==> config.mk <==
export PLATFORM = sky130hd
export DESIGN_NAME = cache_mem_arbiter_flat
export DESIGN_NICKNAME = d
export VERILOG_FILES = /design/src/rtl/cpu_types_pkg.sv /design/src/rtl/cache_mem_arbiter_if.sv /design/src/rtl/cache_mem_arbiter.sv /design/src/flat_wrapper.sv
export SDC_FILE = /design/constraint.sdc
export NUM_CORES = 1
export LEC_CHECK = 0
export CORE_AREA = 2 2 104 106
export CTS_BUF_LIST = sky130_fd_sc_hd__clkbuf_2 sky130_fd_sc_hd__clkbuf_4 sky130_fd_sc_hd__clkbuf_8
export DETAILED_ROUTE_END_ITERATION = 10
export DIE_AREA = 0 0 106 108
export REMOVE_ABC_BUFFERS = 1
export SYNTH_ARGS = -nofsm -noshare
export SYNTH_HDL_FRONTEND = slang
export SYNTH_SLANG_ARGS = --single-unit
==> constraint.sdc <==
create_clock -name CLK -period 4.2 [get_ports CLK]
set_input_delay 1.26 -clock CLK [delete_from_list [all_inputs] [get_ports CLK]]
set_output_delay 1.26 -clock CLK [all_outputs]
set_load 0.005 [all_outputs]
==> src/rtl/cpu_types_pkg.sv <==
// cpu_types_pkg: shared RAM status and arbiter state types
package cpu_types_pkg;
  typedef enum logic [1:0] {FREE, BUSY, ACCESS, ERROR} ramstate_t;
  typedef enum logic [1:0] {IDLE, DGNT, IGNT} arb_state_t;
  localparam int ARB_FAIR_LIMIT = 4;
endpackage

==> src/rtl/cache_mem_arbiter_if.sv <==
// cache_mem_arbiter_if: icache/dcache/RAM bus bundle seen by the arbiter
interface cache_mem_arbiter_if
  import cpu_types_pkg::*;
#(
  parameter int ADDR_W = 32,
  parameter int DATA_W = 32
);
  logic iREN, iwait, dREN, dWEN, dwait, ramREN, ramWEN;
  logic [ADDR_W-1:0] iaddr, daddr, ramaddr;
  logic [DATA_W-1:0] iload, dload, dstore, ramstore, ramload;
  ramstate_t ramstate;
  modport master (
    input  iREN, iaddr, dREN, dWEN, daddr, dstore, ramload, ramstate,
    output iwait, iload, dwait, dload, ramREN, ramWEN, ramaddr, ramstore
  );
  modport slave (
    output iREN, iaddr, dREN, dWEN, daddr, dstore, ramload, ramstate,
    input  iwait, iload, dwait, dload, ramREN, ramWEN, ramaddr, ramstore
  );
endinterface

==> src/rtl/cache_mem_arbiter.sv <==
// cache_mem_arbiter: single-port RAM arbiter, dcache priority with burst lock; ARB_FAIRNESS_EN adds an icache fairness counter
module cache_mem_arbiter
  import cpu_types_pkg::*;
#(
  parameter int ADDR_W = 32,
  parameter int DATA_W = 32
`ifdef ARB_FAIRNESS_EN
  , parameter int FAIR_LIMIT = ARB_FAIR_LIMIT
`endif
) (
  input logic CLK,
  input logic nRST,
  cache_mem_arbiter_if.master bus
);
  arb_state_t state, next_state;
  logic d_req, access, fair_hit;
  logic [ADDR_W-1:0] addr;
  logic [DATA_W-1:0] store;
  assign d_req  = bus.dREN | bus.dWEN;
  assign access = bus.ramstate == ACCESS;
`ifdef ARB_FAIRNESS_EN
  localparam int CW = $clog2(FAIR_LIMIT + 1);
  logic [CW-1:0] fair_cnt;
  assign fair_hit = state == DGNT && access && bus.iREN && fair_cnt == CW'(FAIR_LIMIT - 1);
  // count dcache words served while icache waits; clear when icache gets its turn
  always_ff @(posedge CLK) begin
    if (!nRST || state == IDLE || fair_hit || (state == IGNT && access))
      fair_cnt <= '0;
    else if (state == DGNT && access && bus.iREN && fair_cnt != CW'(FAIR_LIMIT))
      fair_cnt <= fair_cnt + 1'b1;
  end
`else
  assign fair_hit = 1'b0;
`endif
  // grant state register
  always_ff @(posedge CLK) begin
    if (!nRST) state <= IDLE;
    else       state <= next_state;
  end
  // next grant: dcache holds the RAM for its whole burst, icache gets one word
  always_comb begin
    next_state = IDLE;
    case (state)
      IDLE:    next_state = d_req ? DGNT : (bus.iREN ? IGNT : IDLE);
      DGNT:    next_state = fair_hit ? IGNT : (d_req ? DGNT : IDLE);
      IGNT:    next_state = (access || !bus.iREN) ? (d_req ? DGNT : IDLE) : IGNT;
      default: next_state = IDLE;
    endcase
  end
  // RAM side mux and per-cache wait handshakes off the registered grant
  always_comb begin
    addr  = state == DGNT ? bus.daddr : (state == IGNT ? bus.iaddr : '0);
    store = state == DGNT ? bus.dstore : '0;
  end
  assign bus.ramaddr  = addr;
  assign bus.ramstore = store;
  assign bus.ramWEN   = state == DGNT && bus.dWEN;
  assign bus.ramREN   = state == DGNT ? (bus.dREN && !bus.dWEN) : (state == IGNT && bus.iREN);
  assign bus.dwait    = !(state == DGNT && access);
  assign bus.iwait    = !(state == IGNT && access);
  assign bus.iload    = bus.ramload;
  assign bus.dload    = bus.ramload;
endmodule

==> src/flat_wrapper.sv <==
// flat-port wrapper written by rule: the top's interface ports become plain ports
module cache_mem_arbiter_flat import cpu_types_pkg::*;
#(
  parameter int ADDR_W = 32,
  parameter int DATA_W = 32

)
  (CLK, nRST, bus_iREN, bus_iaddr, bus_dREN, bus_dWEN, bus_daddr, bus_dstore, bus_ramload, bus_ramstate, bus_iwait, bus_iload, bus_dwait, bus_dload, bus_ramREN, bus_ramWEN, bus_ramaddr, bus_ramstore);
  cache_mem_arbiter_if #(.ADDR_W(ADDR_W), .DATA_W(DATA_W)) bus_i ();
  input logic CLK;
  input logic nRST;
  input wire logic [$bits(bus_i.iREN)-1:0] bus_iREN;
  input wire logic [$bits(bus_i.iaddr)-1:0] bus_iaddr;
  input wire logic [$bits(bus_i.dREN)-1:0] bus_dREN;
  input wire logic [$bits(bus_i.dWEN)-1:0] bus_dWEN;
  input wire logic [$bits(bus_i.daddr)-1:0] bus_daddr;
  input wire logic [$bits(bus_i.dstore)-1:0] bus_dstore;
  input wire logic [$bits(bus_i.ramload)-1:0] bus_ramload;
  input wire logic [$bits(bus_i.ramstate)-1:0] bus_ramstate;
  output wire logic [$bits(bus_i.iwait)-1:0] bus_iwait;
  output wire logic [$bits(bus_i.iload)-1:0] bus_iload;
  output wire logic [$bits(bus_i.dwait)-1:0] bus_dwait;
  output wire logic [$bits(bus_i.dload)-1:0] bus_dload;
  output wire logic [$bits(bus_i.ramREN)-1:0] bus_ramREN;
  output wire logic [$bits(bus_i.ramWEN)-1:0] bus_ramWEN;
  output wire logic [$bits(bus_i.ramaddr)-1:0] bus_ramaddr;
  output wire logic [$bits(bus_i.ramstore)-1:0] bus_ramstore;
  assign bus_i.iREN = bus_iREN;
  assign bus_i.iaddr = bus_iaddr;
  assign bus_i.dREN = bus_dREN;
  assign bus_i.dWEN = bus_dWEN;
  assign bus_i.daddr = bus_daddr;
  assign bus_i.dstore = bus_dstore;
  assign bus_i.ramload = bus_ramload;
  assign bus_i.ramstate = bus_ramstate;
  assign bus_iwait = bus_i.iwait;
  assign bus_iload = bus_i.iload;
  assign bus_dwait = bus_i.dwait;
  assign bus_dload = bus_i.dload;
  assign bus_ramREN = bus_i.ramREN;
  assign bus_ramWEN = bus_i.ramWEN;
  assign bus_ramaddr = bus_i.ramaddr;
  assign bus_ramstore = bus_i.ramstore;
  cache_mem_arbiter #(.ADDR_W(ADDR_W), .DATA_W(DATA_W)) u_core (.CLK(CLK), .nRST(nRST), .bus(bus_i));
endmodule
==> results.md, run 1 <==
- At the pin with the least slew margin, the transition time is 0.515 ns.
- The number of pins exceeding their max-slew limit in the final report was 0.
- The final setup violation count is 0.
- Setup repair after global routing left no endpoint under its margin.
- For this design, the slowest cell found on the critical path is sky130_fd_sc_hd__clkdlybuf4s50_1.
- The data required time of the worst path is 2.94 ns.
- Clock tree synthesis inserted a total of 3 buffers.
- The met3 capacity usage during global routing is 15.3%.
- The detailed router finished its first iteration with 57 violations.
- The pin count of the biggest net entering global routing is 60.
- The final weighted congestion of routability-driven global placement is 0.823.
- After synthesis, the cell types taking the most area are sky130_fd_sc_hd__buf_4 (38%), sky130_fd_sc_hd__a22o_1 (22%), sky130_fd_sc_hd__and2_1 (16%), sky130_fd_sc_hd__buf_12 (6.4%), sky130_fd_sc_hd__buf_6 (3.6%).
- Before antenna repair, the detailed router went through 4 iterations.
- The number of instances resized during post-cts repair is 0.
- The number of warnings printed during yosys synthesis is 0.
- The average cell area after synthesis is 7.99 um^2.
- The worst-skew pair later-pin latency is 0.21 ns.
- The met1 track utilization from global routing is 14.7%.
- The peak supply drop is 0.0652 mV.
- The HPWL reported at the end of detailed placement is 7560 um.
- The maximum fanout along the worst path is 4.
- In the synthesized netlist, the number of instances is 157.
- Max-cap violations in this run came to 0.
- The clock period minus worst slack is 3.77 ns.
- In this run the remaining antenna-violating nets after routing total 0.
- In this run the horizontal extent of the chip is 106 um.
- The first global-routing pass estimated 11300 um of wire.
- The area growth from synthesis to layout is 105%.
- The critical path start-end classification is in2out.
- The post-route netlist has 3.11% of its cells at a drive strength greater than 1.
- The nature of the critical path endpoint is an output port.
- TritonCTS built the clock tree.
- For this run, design rule violations remaining after detail routing come to 0.
- The number of flip-flops in the largest register is 2.
- The headroom to the max-slew limit is 65.6%.
- Dividing the final minimum period by the clock period gives 89.7%.
- The startpoint type of the worst setup path is an input pin.
- The leading area contributor after synthesis is sky130_fd_sc_hd__buf_4.
- Buffers added to address setup during post-CTS repair amount to 0.
- In this design, the stage delay of the slowest critical-path cell is 0.52 ns.
- The clock-pin slew reported for the worst setup and hold paths after clock tree synthesis is 0.03 ns.
- The number of nets in the finished design is 394.
- The via count is 1561.
- The floorplan step defined a die boundary enclosing 11400 um^2.
- Buffers placed on the I/O ports in this run total 170.
- The cell leakage power is 0.962 nW.
- The total overflow left after global routing is 0.
- After detailed placement, the total cell area comes to 2530 um^2.
- In this run the standard cell core region covers 10200 um^2.
- In the final routed layout, each cell accounts on average for 21.6 um.
- The portion of synthesized cell area occupied by the leading cell type is 38.3%.
- For this design, the CTS-stage hold fixing added 0 buffers.
- The via count of the first global-routing pass came to 1627.
- The clock skew after layout is 0.000138 ns.
- Ranked by flip-flop count, first place goes to u_core.state.
- After synthesis the cells add up to 1250 um^2.
- The most utilized layer in the global route result is met2.
- The number of register bits inferred by synthesis is 2.
- The sum of negative setup slack is 0 ns.
- Summing all non-filler instances in the final layout gives an area of 2570 um^2.
- The worst path meets setup with 0.434 ns of slack.
- Global routing used 13.8% of the available tracks across all layers.
- The number of placement rows is 37.
- The clock tree buffer depth is 2.
- Counting distinct cell types in the post-synthesis netlist gives 18.
- The largest registers in the layout are u_core.state x2.
- The initial antenna violation count is 0.
- Before CTS, the worst setup slack after placement is 0.428 ns.
- The data arrival time at the worst-slack endpoint is 2.51 ns.
- The total power per unit cell area is 129 nW/um^2.
- Once the floorplan was initialized, standard cells occupied 12.3% of the core.
- The total clock sinks is 2.
- The run finished with clean final reports.
- The library cell appearing most often on the critical path is sky130_fd_sc_hd__clkdlybuf4s50_1.
- Measured along the y axis, the die boundary spans 108 um.
- The power after layout is 0.333 mW.
- The number of I/O pins is 267.
- The signal on the critical path passes through clkdlybuf4s50_1, inv_1, a32o_1, clkdlybuf4s50_1.
- 0 antenna diodes ended up in the layout.
- The number of levels in the clock H-tree is 1.
- The final core utilization is 25.2%.
- In this run the clock root is driven by a sky130_fd_sc_hd__clkbuf_8.
- In the global route stage, met2 resource usage came out at 18.2%.
- Static timing analysis puts the maximum clock frequency at 266 MHz.
- The number of endpoints with negative hold slack in the final report is 0.
- In this run the worst hold path is classified as reg2reg.
- The final layout contains routed wiring with a total length of 8480 um.
- For this run, the register share of the synthesized area comes to 3.19%.
- In the routed layout, each cell is associated on average with a via count of 3.97.
## worst paths after layout
path                            slack [ns]                          to  depth (start not counted)                       start
worst max-delay path                  0.43                  bus_ramREN                          4                    bus_dWEN
worst min-delay path                  0.54  u_core.state[1]$_SDFF_PN0_                          1  u_core.state[0]$_SDFF_PN0_
worst max register to register        3.33  u_core.state[1]$_SDFF_PN0_                          3  u_core.state[1]$_SDFF_PN0_
worst min register to register        0.54  u_core.state[1]$_SDFF_PN0_                          1  u_core.state[0]$_SDFF_PN0_
## report_power, final
part / internal [mW] / switching, mW / leakage [nW]
Clock: 0.0604 / 0.0130 / 0.0216
Combinational: 0.173 / 0.0646 / 0.924
Sequential: 0.0201 / 0.00153 / 0.0165
## placed cells by master (no fill, tap or decap)
cell type                         instances
sky130_fd_sc_hd__a21oi_1                  2
sky130_fd_sc_hd__nor3_1                   2
sky130_fd_sc_hd__clkbuf_8                 3
sky130_fd_sc_hd__buf_12                   1
sky130_fd_sc_hd__buf_4                    1
sky130_fd_sc_hd__nand2_1                  3
sky130_fd_sc_hd__dfxtp_1                  2
sky130_fd_sc_hd__inv_1                    1
sky130_fd_sc_hd__nand2b_1                 1
sky130_fd_sc_hd__nor2b_4                  2
sky130_fd_sc_hd__a22o_1                  31
sky130_fd_sc_hd__nor2b_1                  1
sky130_fd_sc_hd__and2_1                  33
sky130_fd_sc_hd__o21ai_0                  1
sky130_fd_sc_hd__clkdlybuf4s50_1        170
sky130_fd_sc_hd__a21o_1                   1
sky130_fd_sc_hd__a32o_1                   1
sky130_fd_sc_hd__a22o_4                   1
## cell type report
| cell class | instances | area [um^2] |
|---|---|---|
| Inverter | 1 | 3.75 |
| Timing Repair Buffer | 172 | 1730 |
| Fill cell | 1102 | 7660 |
| Clock buffer | 3 | 41.3 |
| Tap cell | 136 | 170 |
| Multi-Input combinational cell | 79 | 589 |
| Sequential cell | 2 | 40.0 |
## worst max-delay path: cells and delay by family
| family | cells | cell delay, ns |
|---|---|---|
| buffers and inverters | 3 | 1.01 |
| AOI/OAI and AO/OA | 1 | 0.24 |
## Yosys cell counts
cell type                  number
sky130_fd_sc_hd__a21o_1         1
sky130_fd_sc_hd__a21oi_1        2
sky130_fd_sc_hd__a22o_1        31
sky130_fd_sc_hd__a22o_4         1
sky130_fd_sc_hd__a32o_1         1
sky130_fd_sc_hd__and2_1        33
sky130_fd_sc_hd__buf_12         4
sky130_fd_sc_hd__buf_4         64
sky130_fd_sc_hd__buf_6          4
sky130_fd_sc_hd__clkbuf_2       3
sky130_fd_sc_hd__dfxtp_1        2
sky130_fd_sc_hd__inv_1          1
sky130_fd_sc_hd__nand2_1        3
sky130_fd_sc_hd__nand2b_1       1
sky130_fd_sc_hd__nor2b_1        1
sky130_fd_sc_hd__nor2b_4        2
sky130_fd_sc_hd__nor3_1         2
sky130_fd_sc_hd__o21ai_0        1
## metal layers
layer,vias up,part of all wire (%)
met5,-,0.83
met4,2,0.31
met3,4,26
met2,193,38
met1,693,35
li1,669,-
## per-stage QoR
stage          hold WS [ns]  cells
2_1_floorplan         0.491     82
3_3_place_gp          0.514    390
3_5_place_dp          0.526    390
4_1_cts               0.534    393
5_1_grt               0.554    393
6_report              0.542    393
## cell families (layout without fill, tap and decap cells)
logic type / count (synthesis) / count (layout) / share of synthesized area (%)
buffers and inverters: 76 / 176 / 49.8
and+or+nand+nor: 42 / 42 / 21.4
AOI/OAI and AO/OA: 37 / 37 / 25.6
DFF: 2 / 2 / 3.19
Note: power is estimated with default switching activity, not from simulation.
==> inputs of run 2 (changes only) <==
- clock period: 4.2 -> 4.4 ns (I/O delays scaled with it)
==> results.md, run 2 (same netlist as run 1, synthesis figures left out) <==
- The overall track demand over capacity in global routing came to 13.6% (was 13.8%).
- The sequential group share of total power was 6.6% (was 6.5%).
- The clock tree buffer depth was 2 (unchanged).
- The net switching component of the power is 0.0745 mW (was 0.0792 mW).
- The initial antenna violation count is 0 (unchanged).
- The sum of negative setup slack is 0 ns (unchanged).
- The TritonCTS buffer count was 3 (unchanged).
- The share of final-layout standard cells stronger than drive strength 1 is 2.73% (was 3.11%).
- The nature of the critical path endpoint is an output port (unchanged).
- Largest registers: u_core.state x2 (unchanged).
- The cell total after placement is 389 (was 390).
- The number of instances resized during post-cts repair is 0 (unchanged).
- The critical path start-end classification is in2out (unchanged).
- The internal power summed over all cells is 0.240 mW (was 0.254 mW).
- The total clock sinks was 2 (unchanged).
- The reg-to-reg endpoint is u_core.state[1]$_SDFF_PN0_ (unchanged).
- The pin count of the biggest net entering global routing is 60 (unchanged).
- The count of maximum capacitance violations came to 0 (unchanged).
- The fraction of power consumed by combinational cells was 71.3% (was 71.5%).
- The data required time of the worst path is 3.08 ns (was 2.94 ns).
- The share of power burned in the clock network is 22.1% (was 22.0%).
- The CTS tree was done (unchanged).
- The number of nets in the finished design was 393 (was 394).
- The number of I/O pins is 267 (unchanged).
- The number of endpoints with negative hold slack in the final report is 0 (unchanged).
- The area of the core was 10200 um^2 (unchanged).
- The worst hold path endpoint is u_core.state[0]$_SDFF_PN0_ (was u_core.state[1]$_SDFF_PN0_).
- The number of levels in the clock H-tree is 1 (unchanged).
- The y dimension of the die was 108 um (unchanged).
- The HPWL reported at the end of detailed placement is 7460 um (was 7560 um).
- For this run, the top clock speed supported by timing is 258 MHz.
- The final core utilization is 25.0% (was 25.2%).
- The post-detailed-route wirelength per cell is 21.4 um (was 21.6 um).
- The final cell count without fillers is 392 (was 393).
- The number of setup buffers added after CTS is 0 (unchanged).
- The number of flip-flops in the largest register came to 2 (unchanged).
- The hold path startpoint is u_core.state[1]$_SDFF_PN0_ (was u_core.state[0]$_SDFF_PN0_).
- The final setup violation count is 0 (unchanged).
- The data arrival time at the worst-slack endpoint is 2.56 ns (was 2.51 ns).
- The final global-route overflow total was 0 (unchanged).
- The register bank with the most flops is u_core.state (unchanged).
- The number of vias per cell is 3.98 (was 3.97).
- The cell leakage power is 0.953 nW (was 0.962 nW).
- The flop-to-flop setup slack is 3.54 ns (was 3.33 ns).
- The master cell of the clock root buffer is sky130_fd_sc_hd__clkbuf_8 (unchanged).
- The die extent in x is 106 um (unchanged).
- Commonest cells after routing, fill and taps aside: sky130_fd_sc_hd__clkdlybuf4s50_1 (170), sky130_fd_sc_hd__and2_1 (33), sky130_fd_sc_hd__a22o_1 (31), sky130_fd_sc_hd__nand2_1 (3), sky130_fd_sc_hd__clkbuf_8 (3) (unchanged).
- The hold slack was 0.529 ns (was 0.542 ns).
- The clock period minus worst slack is 3.88 ns.
- The final weighted congestion of routability-driven global placement is 0.822 (was 0.823).
- The headroom to the max-slew limit is 39.1% (was 65.6%).
- The switching share of power is 23.7% (was 23.8%).
- The depth of the most critical reg-to-reg path is 3 (unchanged).
- The number of instances on the worst hold path was 1 (unchanged).
- The class of the worst hold path is reg2reg (unchanged).
- Status: completed (unchanged).
- The clock-pin slew reported for the worst setup and hold paths after clock tree synthesis is 0.03 ns (about the same).
- The power after layout was 0.315 mW (was 0.333 mW).
- The count of routing violations after the opening detailed-route iteration came to 73 (was 57).
- The global-route wire length before repair is 11200 um (was 11300 um).
- The peak supply drop was 0.0695 mV (was 0.0652 mV).
- The most common cell after layout, fill and taps aside is sky130_fd_sc_hd__clkdlybuf4s50_1 (unchanged).
- The count of fill cells added during filler insertion is 1106 (was 1102).
- The number of antenna diodes came to 0 (unchanged).
- The via count is 1562 (was 1561).
- The final wirelength came to 8400 um (was 8480 um).
- The maximum fanout along the worst path is 4 (unchanged).
- RSZ-0062 raised after global routing: false (unchanged).
- The growth of design area from synthesis to finish is 104% (was 105%).
- The die area is 11400 um^2 (unchanged).
- The post-route DRC violation count is 0 (unchanged).
- The start of the worst register-to-register path is u_core.state[1]$_SDFF_PN0_ (unchanged).
- The quantity of I/O buffers inserted on ports is 170 (unchanged).
- The initial core utilization was 12.3% (unchanged).
- The iteration count of the initial detailed-routing pass was 4 (unchanged).
- The count of nets left with antenna violations after detail routing is 0 (unchanged).
- The number of buffers inserted by hold repair at cts is 0 (unchanged).
- The number of pins exceeding their max-slew limit in the final report is 0 (unchanged).
- The total power per unit cell area is 123 nW/um^2 (was 129 nW/um^2).
- The worst-margin pin slew was 0.911 ns (was 0.515 ns).
- The via count of the first global-routing pass is 1618 (was 1627).
- In the finished design, the share of the clock period the worst path needs comes to 88.1%.
- The startpoint type of the worst setup path was an input pin (unchanged).
- The worst-skew pair later-pin latency is 0.21 ns (about the same).
- The number of placement rows is 37 (unchanged).
- The clock skew after layout is 0.000493 ns (was 0.000138 ns).
==> run 2: cell types whose count changed in the layout (fill, tap and decap cells not counted) <==
cell                     delta
sky130_fd_sc_hd__buf_12     -1
==> run 2: cell type report <==
cell class                 instances  area, um^2  area share, %
clock buffer                       3        41.3           1.62
inverter                           1        3.75          0.147
multi-input combinational         79         589           23.1
tap                              136         170           6.66
timing repair buffer             171        1710           66.9
sequential                         2        40.0           1.57
==> run 2: stage by stage <==
stage	worst slack (ns)	area (um^2)
global placement	0.535	2510
detailed placement	0.518	2510
finish	0.522	2550
floorplan	1.50	633
global route	0.453	2550
CTS	0.518	2550
==> run 2: routing by layer <==
| layer | routed length [um] | GRT usage, % | vias to the layer above |
|---|---|---|---|
| met5 | 69 | 5.80 | - |
| met4 | 18 | 0.846 | 2 |
| met3 | 2070 | 15.7 | 4 |
| met2 | 3230 | 18.6 | 194 |
| met1 | 3010 | 14.0 | 693 |
| li1 | - | - | 669 |
==> run 2: worst max-delay path by stage <==
stage               depth (start not counted)  slack, ns    endpoint     start
floorplan                                   2       1.50  bus_ramREN  bus_dWEN
global placement                            4       0.54  bus_ramREN  bus_dWEN
detailed placement                          4       0.52  bus_ramREN  bus_dWEN
CTS                                         4       0.52  bus_ramREN  bus_dWEN
global route                                4       0.45  bus_ramREN  bus_dWEN
finish                                      4       0.52  bus_ramREN  bus_dWEN
==> run 2: critical path: stages <==
cell and delay, ns:
sky130_fd_sc_hd__clkdlybuf4s50_1 0.51, sky130_fd_sc_hd__inv_1 0.05, sky130_fd_sc_hd__a32o_1 0.24, sky130_fd_sc_hd__clkdlybuf4s50_1 0.44
==> run 2: power groups by stage <==
stage               sequential (mW)  combinational (mW)  clock (mW)
floorplan                    0.0206              0.0498           0
global placement             0.0207               0.225           0
detailed placement           0.0208               0.227           0
CTS                          0.0207               0.228      0.0714
global route                 0.0208               0.242      0.0733
finish                       0.0207               0.224      0.0696
